`src/rtl/id_ex_stage_pkg.sv`:
```
// Shared definitions for the ID/EX pipeline stage: opcodes, ALUOp encodings and control bundle.
package id_ex_stage_pkg;

  localparam logic [6:0] OP_RTYPE  = 7'b0110011;
  localparam logic [6:0] OP_LOAD   = 7'b0000011;
  localparam logic [6:0] OP_STORE  = 7'b0100011;
  localparam logic [6:0] OP_BRANCH = 7'b1100011;

  localparam logic [1:0] ALUOP_ADD    = 2'b00;
  localparam logic [1:0] ALUOP_BRANCH = 2'b01;
  localparam logic [1:0] ALUOP_FUNCT  = 2'b10;

  localparam int unsigned CNT_W = 32;

  // Control signals travelling from decode into EX, 8 bits total.
  typedef struct packed {
    logic       reg_write;
    logic       mem_to_reg;
    logic       mem_read;
    logic       mem_write;
    logic       branch;
    logic       alu_src;
    logic [1:0] alu_op;
  } ctrl_t;

endpackage

```
`src/rtl/id_ex_stage_hazard.sv`:
```
// Load-use hazard detection between the decode slot and the load sitting in EX.
module hazard_unit
  import id_ex_stage_pkg::*;
(
  input  logic       ex_valid,
  input  logic       ex_mem_read,
  input  logic [4:0] ex_rd,
  input  logic       id_valid,
  input  logic [4:0] id_rs1,
  input  logic [4:0] id_rs2,
  input  logic       flush,
  output logic       hazard_c,
  output logic       stall_c
);

  assign hazard_c = ex_valid & ex_mem_read & (ex_rd != 5'd0) & id_valid &
                    ((ex_rd == id_rs1) | (ex_rd == id_rs2));

  // A taken branch squashes the dependent instruction, so there is nothing to wait for.
  assign stall_c = hazard_c & ~flush;

endmodule

```
`src/rtl/id_ex_stage.sv`:
```
// ID/EX pipeline register with load-use bubble insertion and flush squashing.
// Define ID_EX_PERF_EN to add saturating bubble_cnt/stall_cnt performance counters.
module id_ex_stage
  import id_ex_stage_pkg::*;
#(
  parameter int unsigned XLEN = 64
) (
  input  logic            clk,
  input  logic            rst,
  input  logic            id_valid,
  input  logic [XLEN-1:0] id_pc,
  input  logic [XLEN-1:0] id_rs1_data,
  input  logic [XLEN-1:0] id_rs2_data,
  input  logic [XLEN-1:0] id_imm,
  input  logic [4:0]      id_rs1,
  input  logic [4:0]      id_rs2,
  input  logic [4:0]      id_rd,
  input  logic [2:0]      id_funct3,
  input  logic            id_funct7_5,
  input  logic            id_RegWrite,
  input  logic            id_MemtoReg,
  input  logic            id_MemRead,
  input  logic            id_MemWrite,
  input  logic            id_Branch,
  input  logic            id_ALUSrc,
  input  logic [1:0]      id_ALUOp,
  input  logic            flush,
  output logic            stall,
  output logic            ex_valid,
  output logic [XLEN-1:0] ex_pc,
  output logic [XLEN-1:0] ex_rs1_data,
  output logic [XLEN-1:0] ex_rs2_data,
  output logic [XLEN-1:0] ex_imm,
  output logic [4:0]      ex_rs1,
  output logic [4:0]      ex_rs2,
  output logic [4:0]      ex_rd,
  output logic [2:0]      ex_funct3,
  output logic            ex_funct7_5,
  output logic            ex_RegWrite,
  output logic            ex_MemtoReg,
  output logic            ex_MemRead,
  output logic            ex_MemWrite,
  output logic            ex_Branch,
  output logic            ex_ALUSrc,
  output logic [1:0]      ex_ALUOp
`ifdef ID_EX_PERF_EN
  ,
  output logic [CNT_W-1:0] bubble_cnt,
  output logic [CNT_W-1:0] stall_cnt
`endif
);

  ctrl_t id_ctrl;
  ctrl_t ex_ctrl;
  logic  hazard;
  logic  bubble;

  assign id_ctrl = '{reg_write:  id_RegWrite,
                     mem_to_reg: id_MemtoReg,
                     mem_read:   id_MemRead,
                     mem_write:  id_MemWrite,
                     branch:     id_Branch,
                     alu_src:    id_ALUSrc,
                     alu_op:     id_ALUOp};

  hazard_unit u_hazard (
    .ex_valid    (ex_valid),
    .ex_mem_read (ex_ctrl.mem_read),
    .ex_rd       (ex_rd),
    .id_valid    (id_valid),
    .id_rs1      (id_rs1),
    .id_rs2      (id_rs2),
    .flush       (flush),
    .hazard_c    (hazard),
    .stall_c     (stall)
  );

  assign bubble = flush | hazard;

  // Bubbles clear only valid and control; operand fields keep their last value.
  always_ff @(posedge clk) begin
    if (rst) begin
      ex_valid    <= 1'b0;
      ex_ctrl     <= '0;
      ex_pc       <= '0;
      ex_rs1_data <= '0;
      ex_rs2_data <= '0;
      ex_imm      <= '0;
      ex_rs1      <= '0;
      ex_rs2      <= '0;
      ex_rd       <= '0;
      ex_funct3   <= '0;
      ex_funct7_5 <= 1'b0;
    end else if (bubble) begin
      ex_valid <= 1'b0;
      ex_ctrl  <= '0;
    end else begin
      ex_valid    <= id_valid;
      ex_ctrl     <= id_valid ? id_ctrl : '0;
      ex_pc       <= id_pc;
      ex_rs1_data <= id_rs1_data;
      ex_rs2_data <= id_rs2_data;
      ex_imm      <= id_imm;
      ex_rs1      <= id_rs1;
      ex_rs2      <= id_rs2;
      ex_rd       <= id_rd;
      ex_funct3   <= id_funct3;
      ex_funct7_5 <= id_funct7_5;
    end
  end

  assign ex_RegWrite = ex_ctrl.reg_write;
  assign ex_MemtoReg = ex_ctrl.mem_to_reg;
  assign ex_MemRead  = ex_ctrl.mem_read;
  assign ex_MemWrite = ex_ctrl.mem_write;
  assign ex_Branch   = ex_ctrl.branch;
  assign ex_ALUSrc   = ex_ctrl.alu_src;
  assign ex_ALUOp    = ex_ctrl.alu_op;

`ifdef ID_EX_PERF_EN
  // Saturating event counters; reset takes priority over any event that cycle.
  always_ff @(posedge clk) begin
    if (rst) begin
      bubble_cnt <= '0;
      stall_cnt  <= '0;
    end else begin
      if (bubble && (bubble_cnt != '1)) bubble_cnt <= bubble_cnt + CNT_W'(1);
      if (stall && (stall_cnt != '1))   stall_cnt  <= stall_cnt + CNT_W'(1);
    end
  end
`endif

endmodule

```
`config.mk`:
```
export PLATFORM = sky130hd
export DESIGN_NAME = id_ex_stage
export DESIGN_NICKNAME = d
export VERILOG_FILES = /design/src/rtl/id_ex_stage_pkg.sv /design/src/rtl/id_ex_stage_hazard.sv /design/src/rtl/id_ex_stage.sv
export SDC_FILE = /design/constraint.sdc
export NUM_CORES = 1
export LEC_CHECK = 0
export CORE_AREA = 3 3 218 220
export DETAILED_ROUTE_END_ITERATION = 7
export DIE_AREA = 0 0 221 223
export PLACE_DENSITY_LB_ADDON = 0.25
export SYNTH_ARGS = -nofsm -noshare
export SYNTH_HDL_FRONTEND = slang
export SYNTH_SLANG_ARGS = --single-unit
```
`constraint.sdc`:
```
create_clock -name clk -period 4.7 [get_ports clk]
set_input_delay 1.175 -clock clk [delete_from_list [all_inputs] [get_ports clk]]
set_output_delay 1.175 -clock clk [all_outputs]
set_load 0.005 [all_outputs]
```
==> impl_metrics.json, run 1 <==
{
  "outcome": "finished, final reports clean",
  "combPwrFrac_pct": 22.7,
  "clockPowerShare_pct": 37.9,
  "sw_frac_of_total_pct": 27.62,
  "die_h_um": 223,
  "gp_congestion": 0.7978,
  "drt-initial-drc-count": 1596,
  "pwr_density_cell_mw_per_mm2": 318.5,
  "h-tree-depth": 2,
  "stdcell_count": 2945,
  "fin_total_pwr_mw": 7.266,
  "setup_tns_ns": 0,
  "drcViolationCount": 0,
  "ys_ff_latch": 284,
  "worstPathArrival_ns": 2.96,
  "portBuffers": 571,
  "p_leak_nw": 7.075,
  "slew_headroom_pct": 20.43,
  "critPathKind": "in -> out",
  "cts_setup_buffers": 0,
  "dp_hpwl_mm": 37.25,
  "cts_inserted_buffers": 36,
  "nNetsFinal": 2607,
  "setup_slack_ns": 0.5611,
  "seqPwrFrac_pct": 39.4,
  "fin_crit_sh_pct": 88.06,
  "finalHoldViolCount": 0,
  "fmax_ghz": 0.2416,
  "max_slew.worst_pin.slew_ns": 1.194,
  "grt_pass1_wl_mm": 91.18,
  "avgSynthCellArea_um2": 8.179,
  "cts_tree": "built",
  "yosys_warnings": 0,
  "hold_ws_ns": 0.4923,
  "slew_viol_final": 0,
  "die_w_um": 221,
  "grt_max_degree": 260,
  "wl_mm": 58.72,
  "dieArea_mm2": 0.04928,
  "cpPeakStageDelay_ns": 0.64,
  "crit_slowest_cell": "clkdlybuf4s50_1",
  "cts.root.buffer_cell": "clkbuf_16",
  "setup_viol": 0,
  "syn-cell-area_mm2": 0.01605,
  "ant_nets": 0,
  "start_util_pct": 35.29,
  "vdd_drop_max_v": 0.0002188,
  "layout-drive-gt1-share_pct": 3.503,
  "clock_skew_ns": 0.01980,
  "cp.buffers_inverters": 2,
  "hold_path_class": "reg -> reg",
  "track_usage_pct": 22.12,
  "post-place-ws_ns": 0.4667,
  "rows": 78,
  "vias": 17390,
  "end_kind": "output pin",
  "worst_setup_path_start_kind": "input port",
  "net-switching-power_mw": 2.007,
  "clock_sinks": 284,
  "synth_fp_nets": 2249,
  "viasPerCell": 5.906,
  "wire_per_inst_um": 19.94,
  "path_cells": "clkdlybuf4s50_1, xor2_1, nor3_1, a22oi_2, nor3_1, clkdlybuf4s50_1",
  "clockBufferDepth": 3,
  "required_ns": 3.52,
  "core_mm2": 0.04548,
  "post-place-cells": 2882,
  "cap_violations": 0,
  "gr-total-overflow": 0,
  "insertion_delay_ns": 0.53,
  "io_pins": 572,
  "crit_family": "buffers and inverters",
  "netlist_instances": 1962,
  "clk_pin_slew_ns": 0.06,
  "first_pass_iters": 5,
  "antenna_found_initial": 4,
  "ctsHoldBuffers": 0,
  "fin_crit_ns": 4.139,
  "ys_types": 21,
  "cts_resized": 0,
  "grt_pass1_vias": 15830,
  "syn_to_final_growth_pct": 42.16,
  "rsz0062_at_grt": "no",
  "p_int_mw": 5.259,
  "crit_fanout": 2,
  "yosysSeqAreaShare_pct": 35.43
}
per-layer routing:
layer	vias up	global-route usage, %	wire length [µm]
li1	8390	-	-
met1	8307	29.05	25470
met2	602	34.55	26840
met3	94	6.039	4455
met4	0	8.704	1964
met5	-	0	0
sequential cells by signal, indices dropped and copies added (netlist names):
name and cells:
ex_ALUOp 2, ex_ALUSrc 1, ex_Branch 1, ex_MemRead 1, ex_MemWrite 1, ex_MemtoReg 1, ex_RegWrite 1, ex_funct3 3
ex_funct7_5 1, ex_imm 64, ex_pc 64, ex_rd 5, ex_rs1 5, ex_rs1_data 64, ex_rs2 5, ex_rs2_data 64
ex_valid 1
worst paths after layout:
path	startpoint	end	slack, ns	depth (start not counted)
hold reg to reg	ex_rs1_data[11]	ex_rs1_data[11]	0.49	2
hold / removal	ex_rs1_data[11]	ex_rs1_data[11]	0.49	2
setup reg to reg	ex_rd[4]	ex_pc[3]	1.52	5
setup / recovery	id_rs2[4]	stall	0.56	6
area by class of cell:
class / instances / area [µm²]
Clock inverter: 7 / 87.58
Clock buffer: 52 / 1072
Fill cell: 4236 / 22670
Inverter: 1 / 11.26
Tap cell: 600 / 750.7
Multi-Input combinational cell: 1403 / 9174
Sequential cell: 284 / 5685
Antenna cell: 4 / 10.01
Timing Repair Buffer: 594 / 6022
worst min-delay path: cells and delay by family (launching register included):
kind,cells,cell delay [ns]
flip-flops,1,0.32
AND/OR/NAND/NOR,1,0.06
AO/OA/AOI/OAI,1,0.07
stage by stage:
step,cell area (µm²),util (%)
after floorplan,16050,-
after global placement,21640,47.59
after detailed placement,21640,47.59
after CTS,22800,50.14
after global routing,22810,50.16
final,22810,50.16
power groups by stage:
stage	Combinational, mW	Clock (mW)	Sequential, mW
floorplan	0.699	0	2.90
finish	1.65	2.75	2.86
global route	1.79	2.93	2.90
CTS	1.66	2.84	2.86
detailed placement	1.65	0	2.91
global placement	1.62	0	2.89
cell usage after synthesis:
| library cell | n | share of area [%] |
|---|---|---|
| and2_1 | 8 | 0.31 |
| clkbuf_4 | 1 | 0.047 |
| nor3b_1 | 275 | 13 |
| a22oi_2 | 1 | 0.078 |
| clkbuf_1 | 207 | 4.8 |
| nand2_1 | 550 | 13 |
| buf_1 | 3 | 0.070 |
| a32oi_1 | 275 | 15 |
| buf_2 | 32 | 1.0 |
| nor3_1 | 3 | 0.094 |
| buf_4 | 29 | 1.4 |
| o311ai_0 | 147 | 8.0 |
| dfxtp_1 | 284 | 35 |
| buf_6 | 2 | 0.14 |
| inv_2 | 1 | 0.023 |
| or4_1 | 1 | 0.047 |
| o211a_4 | 1 | 0.11 |
| o2111ai_2 | 1 | 0.094 |
| nor2_1 | 3 | 0.070 |
| o311ai_1 | 128 | 7.0 |
| xor2_1 | 10 | 0.55 |
placed cells by master, fill, tap and decap left out:
cell type,n
buf_8,1
inv_8,1
a22oi_2,1
dfxtp_1,284
nor3b_1,275
o211a_4,1
or4_1,1
bufinv_16,2
clkinv_2,4
xor2_1,10
nor3_1,3
nor2_1,3
o311ai_0,147
clkinvlp_4,1
o2111ai_4,1
and2_1,8
buf_12,10
buf_4,13
clkdlybuf4s50_1,569
clkbuf_1,6
diode_2,4
o311ai_1,128
nand2_1,550
clkbuf_16,37
clkbuf_8,10
a32oi_1,275
kinds of logic after synthesis:
group / Yosys count / share of synthesized area, %
and+or+nand+nor: 840 / 26.25
AOI/OAI and AO/OA: 553 / 30.30
DFF: 284 / 35.43
buffers and inverters: 275 / 7.477
xor gates and xnor gates: 10 / 0.5457
Note: power is estimated with default switching activity, not from simulation.
==> run 2, diff against run 1 <==
Settings changed: CAP_MARGIN set to 30, CORE_AREA 3 3 218 220 to 2 2 224 226, DIE_AREA 0 0 221 223 to 0 0 226 228.
==> run 2 against run 1 <==
- first-iteration DRC count shrank 29%
- sequential power is essentially flat
- flip-flop and latch count is the same
- clock-buffer cell count grew 3
- wire length shrank 0.49%
- utilization shrank 3.8 points
- critical path depth is the same
- hold slack is essentially flat
- worst setup slack lost 0.27 ns
- critical endpoint unchanged
- die area grew 4.6%
- register-to-register slack lost 0.33 ns
- clock power is essentially flat
==> impl_metrics.json, run 2 (synthesized netlist as in run 1, its figures left out) <==
{
  "cts.root.buffer_cell": "clkbuf_16",
  "finalHoldViolCount": 0,
  "layout.cells.most_common": "clkdlybuf4s50_1",
  "h-tree-depth": 2,
  "outcome": "finished, final reports clean",
  "die_w_um": 226,
  "critPathKind": "in -> out",
  "crit_fanout": 2,
  "cts_tree": "built",
  "wire_per_inst_um": 19.34,
  "grt_pass1_wl_mm": 90.13,
  "fin_crit_ns": 4.412,
  "cpPeakStageDelay_ns": 0.70,
  "max_slew.worst_pin.slew_ns": 1.214,
  "antenna_found_initial": 7,
  "layout-drive-gt1-share_pct": 3.370,
  "fin_crit_sh_pct": 93.87,
  "clock_skew_ns": 0.007920,
  "end_kind": "output pin",
  "final_cell_mix": "clkdlybuf4s50_1 (569), nand2_1 (550), dfxtp_1 (284), nor3b_1 (275), a32oi_1 (275)",
  "ant_nets": 0,
  "setup_slack_ns": 0.2882,
  "clock_sinks": 284,
  "drcViolationCount": 0,
  "worst_setup_path_start_kind": "input port",
  "finalCoreUtilization_pct": 46.40,
  "track_usage_pct": 21.28,
  "first_pass_iters": 5,
  "path_cells": "clkdlybuf4s50_1, xor2_1, nor3_1, a22oi_2, nor3_1, clkdlybuf4s50_1",
  "cts_setup_buffers": 0,
  "vias": 17450,
  "grt_max_degree": 272,
  "slew_headroom_pct": 19.10,
  "dp_hpwl_mm": 36.39,
  "rows": 82,
  "vdd_drop_max_v": 0.0002270,
  "cap_violations": 0,
  "required_ns": 3.52,
  "viasPerCell": 5.777,
  "clk_pin_slew_ns": 0.06,
  "post-place-ws_ns": 0.2981,
  "grt_pass1_vias": 15920,
  "core_mm2": 0.04935,
  "cts_inserted_buffers": 37,
  "drt-initial-drc-count": 1130,
  "syn_to_final_growth_pct": 42.70,
  "portBuffers": 571,
  "crit_family": "buffers and inverters",
  "pwr_density_cell_mw_per_mm2": 318.7,
  "fmax_ghz": 0.2267,
  "p_leak_nw": 7.062,
  "ctsHoldBuffers": 0,
  "nNetsFinal": 2606,
  "hold_path_class": "reg -> reg",
  "insertion_delay_ns": 0.54,
  "wl_mm": 58.43,
  "start_util_pct": 32.52,
  "slew_viol_final": 0,
  "worstPathArrival_ns": 3.24,
  "setup_viol": 0,
  "die_h_um": 228,
  "cp.buffers_inverters": 2,
  "setup_tns_ns": 0,
  "io_pins": 572,
  "cts_resized": 0,
  "clockBufferDepth": 3,
  "gr-total-overflow": 0,
  "dieArea_mm2": 0.05153,
  "crit_slowest_cell": "clkdlybuf4s50_1",
  "rsz0062_at_grt": "no",
  "gp_congestion": 0.7899
}
## run 2: changes by cell type in the layout (fill, tap and decap cells not counted), sizes merged
cell / before / now
clkinv: 4 / 5
buf: 24 / 22
clkinvlp: 1 / 2
clkbuf: 53 / 56
diode: 4 / 5
## run 2: final timing paths
check                       from              end  slack (ns)  cells after the start
setup / recovery       id_rs2[4]            stall        0.29                      6
hold / removal    ex_rs1_data[3]   ex_rs1_data[3]        0.49                      2
setup reg to reg        ex_rd[4]  ex_rs1_data[42]        1.19                      5
hold reg to reg   ex_rs1_data[3]   ex_rs1_data[3]        0.49                      2
## run 2: cell type report
cell class / count / area (µm²)
inverters: 1 / 11.26
flip-flops and latches: 284 / 5685
clock inverters: 9 / 103.9
well taps: 672 / 840.8
fillers: 4712 / 26450
clock buffers: 55 / 1054
diodes: 5 / 12.51
multi-input cells: 1403 / 9174
repair buffers: 592 / 6020
## run 2: tightest hold or removal path, delay by kind of cell (launching register included)
kind,cells,cell delay [ns]
flip-flops,1,0.32
AO/OA/AOI/OAI,1,0.07
AND/OR/NAND/NOR,1,0.06
## run 2: power breakdown
part           internal, mW  total (mW)  switching (mW)
logic                 0.914        1.65           0.737
registers              2.67        2.86           0.198
clock network          1.66        2.78            1.13
total                  5.24        7.30            2.06
## run 2: routing by layer
layer | up-vias | wire length (µm) | GRT usage, % | part of all wire [%]
li1 | 8393 | - | - | -
met5 | - | 46 | 0 | 0.079
met3 | 112 | 5011 | 6.775 | 8.6
met2 | 581 | 26700 | 34.13 | 46
met4 | 6 | 2109 | 8.858 | 3.6
met1 | 8359 | 24560 | 26.21 | 42
## run 2: metrics by stage
step	cell area, µm²	cells	hold WS, ns	total power [mW]
final	22900	3021	0.4924	7.298
after global placement	21730	2952	0.4785	4.521
after global routing	22900	3019	0.5183	7.648
after floorplan	16050	1962	0.4869	3.603
after detailed placement	21730	2952	0.4862	4.563
after CTS	22890	3016	0.4938	7.397
==> run 3, diff against run 2 <==
Settings changed: CAP_MARGIN 30 to not set.
Clock period 4.7 ns to 3.9 ns, I/O delays scaled along.
==> run 3 against run 2 <==
- design area is 0.21% higher
- sequential share of layout area is 0.051 points lower
- first-iteration DRC count is 25% higher
- flip-flop and latch count stayed put
- hold slack better by 0.00069 ns
- clock skew is 0.0067 ns higher
- clock-buffer cell count is 2 lower
- combinational power is 21% higher
- largest cell class unchanged
- highest routed layer unchanged
==> impl_metrics.json, run 3 (synthesized netlist as in run 1, its figures left out) <==
{
  "layout.cells.most_common": "clkdlybuf4s50_1",
  "cpPeakStageDelay_ns": 0.43,
  "start_util_pct": 32.52,
  "pwr_density_cell_mw_per_mm2": 378.1,
  "grt_pass1_wl_mm": 90.67,
  "dp_hpwl_mm": 37.27,
  "clk_pin_slew_ns": 0.06,
  "finalHoldViolCount": 0,
  "vias": 17610,
  "rr_endpoint": "ex_rs1_data[43]",
  "portBuffers": 571,
  "syn_to_final_growth_pct": 43.00,
  "hold_ws_ns": 0.4931,
  "slew_viol_final": 0,
  "rsz0062_at_grt": "no",
  "setup.worst_path.end": "stall",
  "drt-initial-drc-count": 1410,
  "rows": 82,
  "combPwrFrac_pct": 23.1,
  "gr-total-overflow": 0,
  "outcome": "finished, final reports clean",
  "p_int_mw": 6.219,
  "antenna_found_initial": 14,
  "insertion_delay_ns": 0.54,
  "h-tree-depth": 2,
  "startpoint": "id_rs2[4]",
  "clockPowerShare_pct": 37.1,
  "finalCoreUtilization_pct": 46.50,
  "sw_frac_of_total_pct": 28.34,
  "stdcell_count": 3029,
  "fin_crit_sh_pct": 93.58,
  "first_pass_iters": 5,
  "clock_skew_ns": 0.01459,
  "clock_sinks": 284,
  "r2r_slack_ns": 0.60,
  "die_w_um": 226,
  "drcViolationCount": 0,
  "io_pins": 572,
  "net-switching-power_mw": 2.459,
  "cts_inserted_buffers": 37,
  "required_ns": 2.92,
  "nNetsFinal": 2614,
  "reg2reg_depth": 5,
  "max_slew.worst_pin.slew_ns": 1.275,
  "grt_pass1_vias": 16050,
  "setup_tns_ns": 0,
  "layout-drive-gt1-share_pct": 3.536,
  "fin_crit_ns": 3.650,
  "dieArea_mm2": 0.05153,
  "worstPathArrival_ns": 2.67,
  "setup_viol": 0,
  "final_cell_mix": "clkdlybuf4s50_1 (568), nand2_1 (550), dfxtp_1 (284), nor3b_1 (275), a32oi_1 (275)",
  "hold_path_class": "reg -> reg",
  "p_leak_nw": 7.087,
  "worst_setup_path_start_kind": "input port",
  "cts.root.buffer_cell": "clkbuf_16",
  "slew_headroom_pct": 15.03,
  "wire_per_inst_um": 19.47,
  "critPathKind": "in -> out",
  "post-place-cells": 2960,
  "ant_nets": 0,
  "crit_slowest_cell": "clkdlybuf4s50_1",
  "viasPerCell": 5.815,
  "vdd_drop_max_v": 0.0002886,
  "crit_fanout": 2,
  "cp_common_cell": "nor3_1",
  "die_h_um": 228,
  "grt_max_degree": 239,
  "path_cells": "clkdlybuf4s50_1, xor2_1, nor3_1, a22oi_2, nor3_1, dlygate4sd2_1",
  "r2r-start": "ex_rd[0]",
  "end_kind": "output pin",
  "cap_violations": 0,
  "gp_congestion": 0.8152,
  "cts_tree": "built",
  "core_mm2": 0.04935,
  "seqPwrFrac_pct": 39.8,
  "fmax_ghz": 0.2740,
  "wl_mm": 58.97,
  "clockBufferDepth": 3,
  "track_usage_pct": 21.53
}
-- run 3: changes by cell type in the layout (fill, tap and decap cells not counted) --
cell / delta
clkbuf_1: -1
diode_2: +5
clkdlybuf4s50_1: -1
dlygate4sd2_1: +1
buf_4: +5
bufinv_16: -1
clkinv_2: -1
clkinv_4: -1
clkbuf_8: -1
buf_12: +3
-- run 3: worst min path at each step --
stage / start / end / slack, ns / cells past startpoint
global route: ex_imm[49] / ex_imm[49] / 0.52 / 2
finish: ex_rs1_data[19] / ex_rs1_data[19] / 0.49 / 2
CTS: ex_rs2_data[53] / ex_rs2_data[53] / 0.50 / 2
detailed placement: ex_rs2_data[53] / ex_rs2_data[53] / 0.49 / 2
floorplan: ex_imm[48] / ex_imm[48] / 0.49 / 2
global placement: ex_rs2_data[4] / ex_rs2_data[4] / 0.48 / 2
-- run 3: layer usage --
layer | global-route usage [%] | vias to the layer above | routed length (µm)
li1 | - | 8396 | -
met1 | 26.76 | 8493 | 24760
met2 | 34.11 | 614 | 27040
met3 | 7.316 | 102 | 5288
met4 | 8.464 | 8 | 1827
met5 | 0 | - | 51
-- run 3: through the flow --
step / cell area (µm²) / setup WS (ns) / power, mW
floorplan: 16050 / 0.7580 / 4.342
global placement: 21830 / -0.03260 / 5.459
detailed placement: 21830 / -0.08238 / 5.515
CTS: 22920 / 0.2153 / 8.783
global route: 22940 / 0.1638 / 9.084
finish: 22950 / 0.2504 / 8.677
-- run 3: timing repair --
action / 4_1_cts / 5_1_grt
hold buffers: 0 / 0
hold endpoints to repair: 0 / 0
resized for setup: 1 / 0
buffers inserted: 0 / 0
setup endpoints to repair: 1 / 0
-- run 3: area by class of cell --
class | instances | area (µm²)
Antenna cell | 10 | 25.02
Clock buffer | 53 | 1036
Clock inverter | 6 | 60.06
Fill cell | 4763 | 26400
Inverter | 1 | 11.26
Multi-Input combinational cell | 1403 | 9174
Sequential cell | 284 | 5685
Tap cell | 672 | 840.8
Timing Repair Buffer | 600 | 6116
-- run 3: critical path, delay by kind of cell --
kind	cells	cell delay (ns)
buffers and inverters	2	0.81
and+or+nand+nor	2	0.56
xor gates and xnor gates	1	0.16
AOI/OAI and AO/OA	1	0.16
-- run 3: power by group through the flow --
stage | combinational (mW) | sequential, mW | clock (mW)
final | 2.00 | 3.45 | 3.22
after global routing | 2.18 | 3.49 | 3.42
after CTS | 2.02 | 3.45 | 3.32
after detailed placement | 2.01 | 3.51 | 0
after global placement | 1.97 | 3.49 | 0
after floorplan | 0.843 | 3.50 | 0
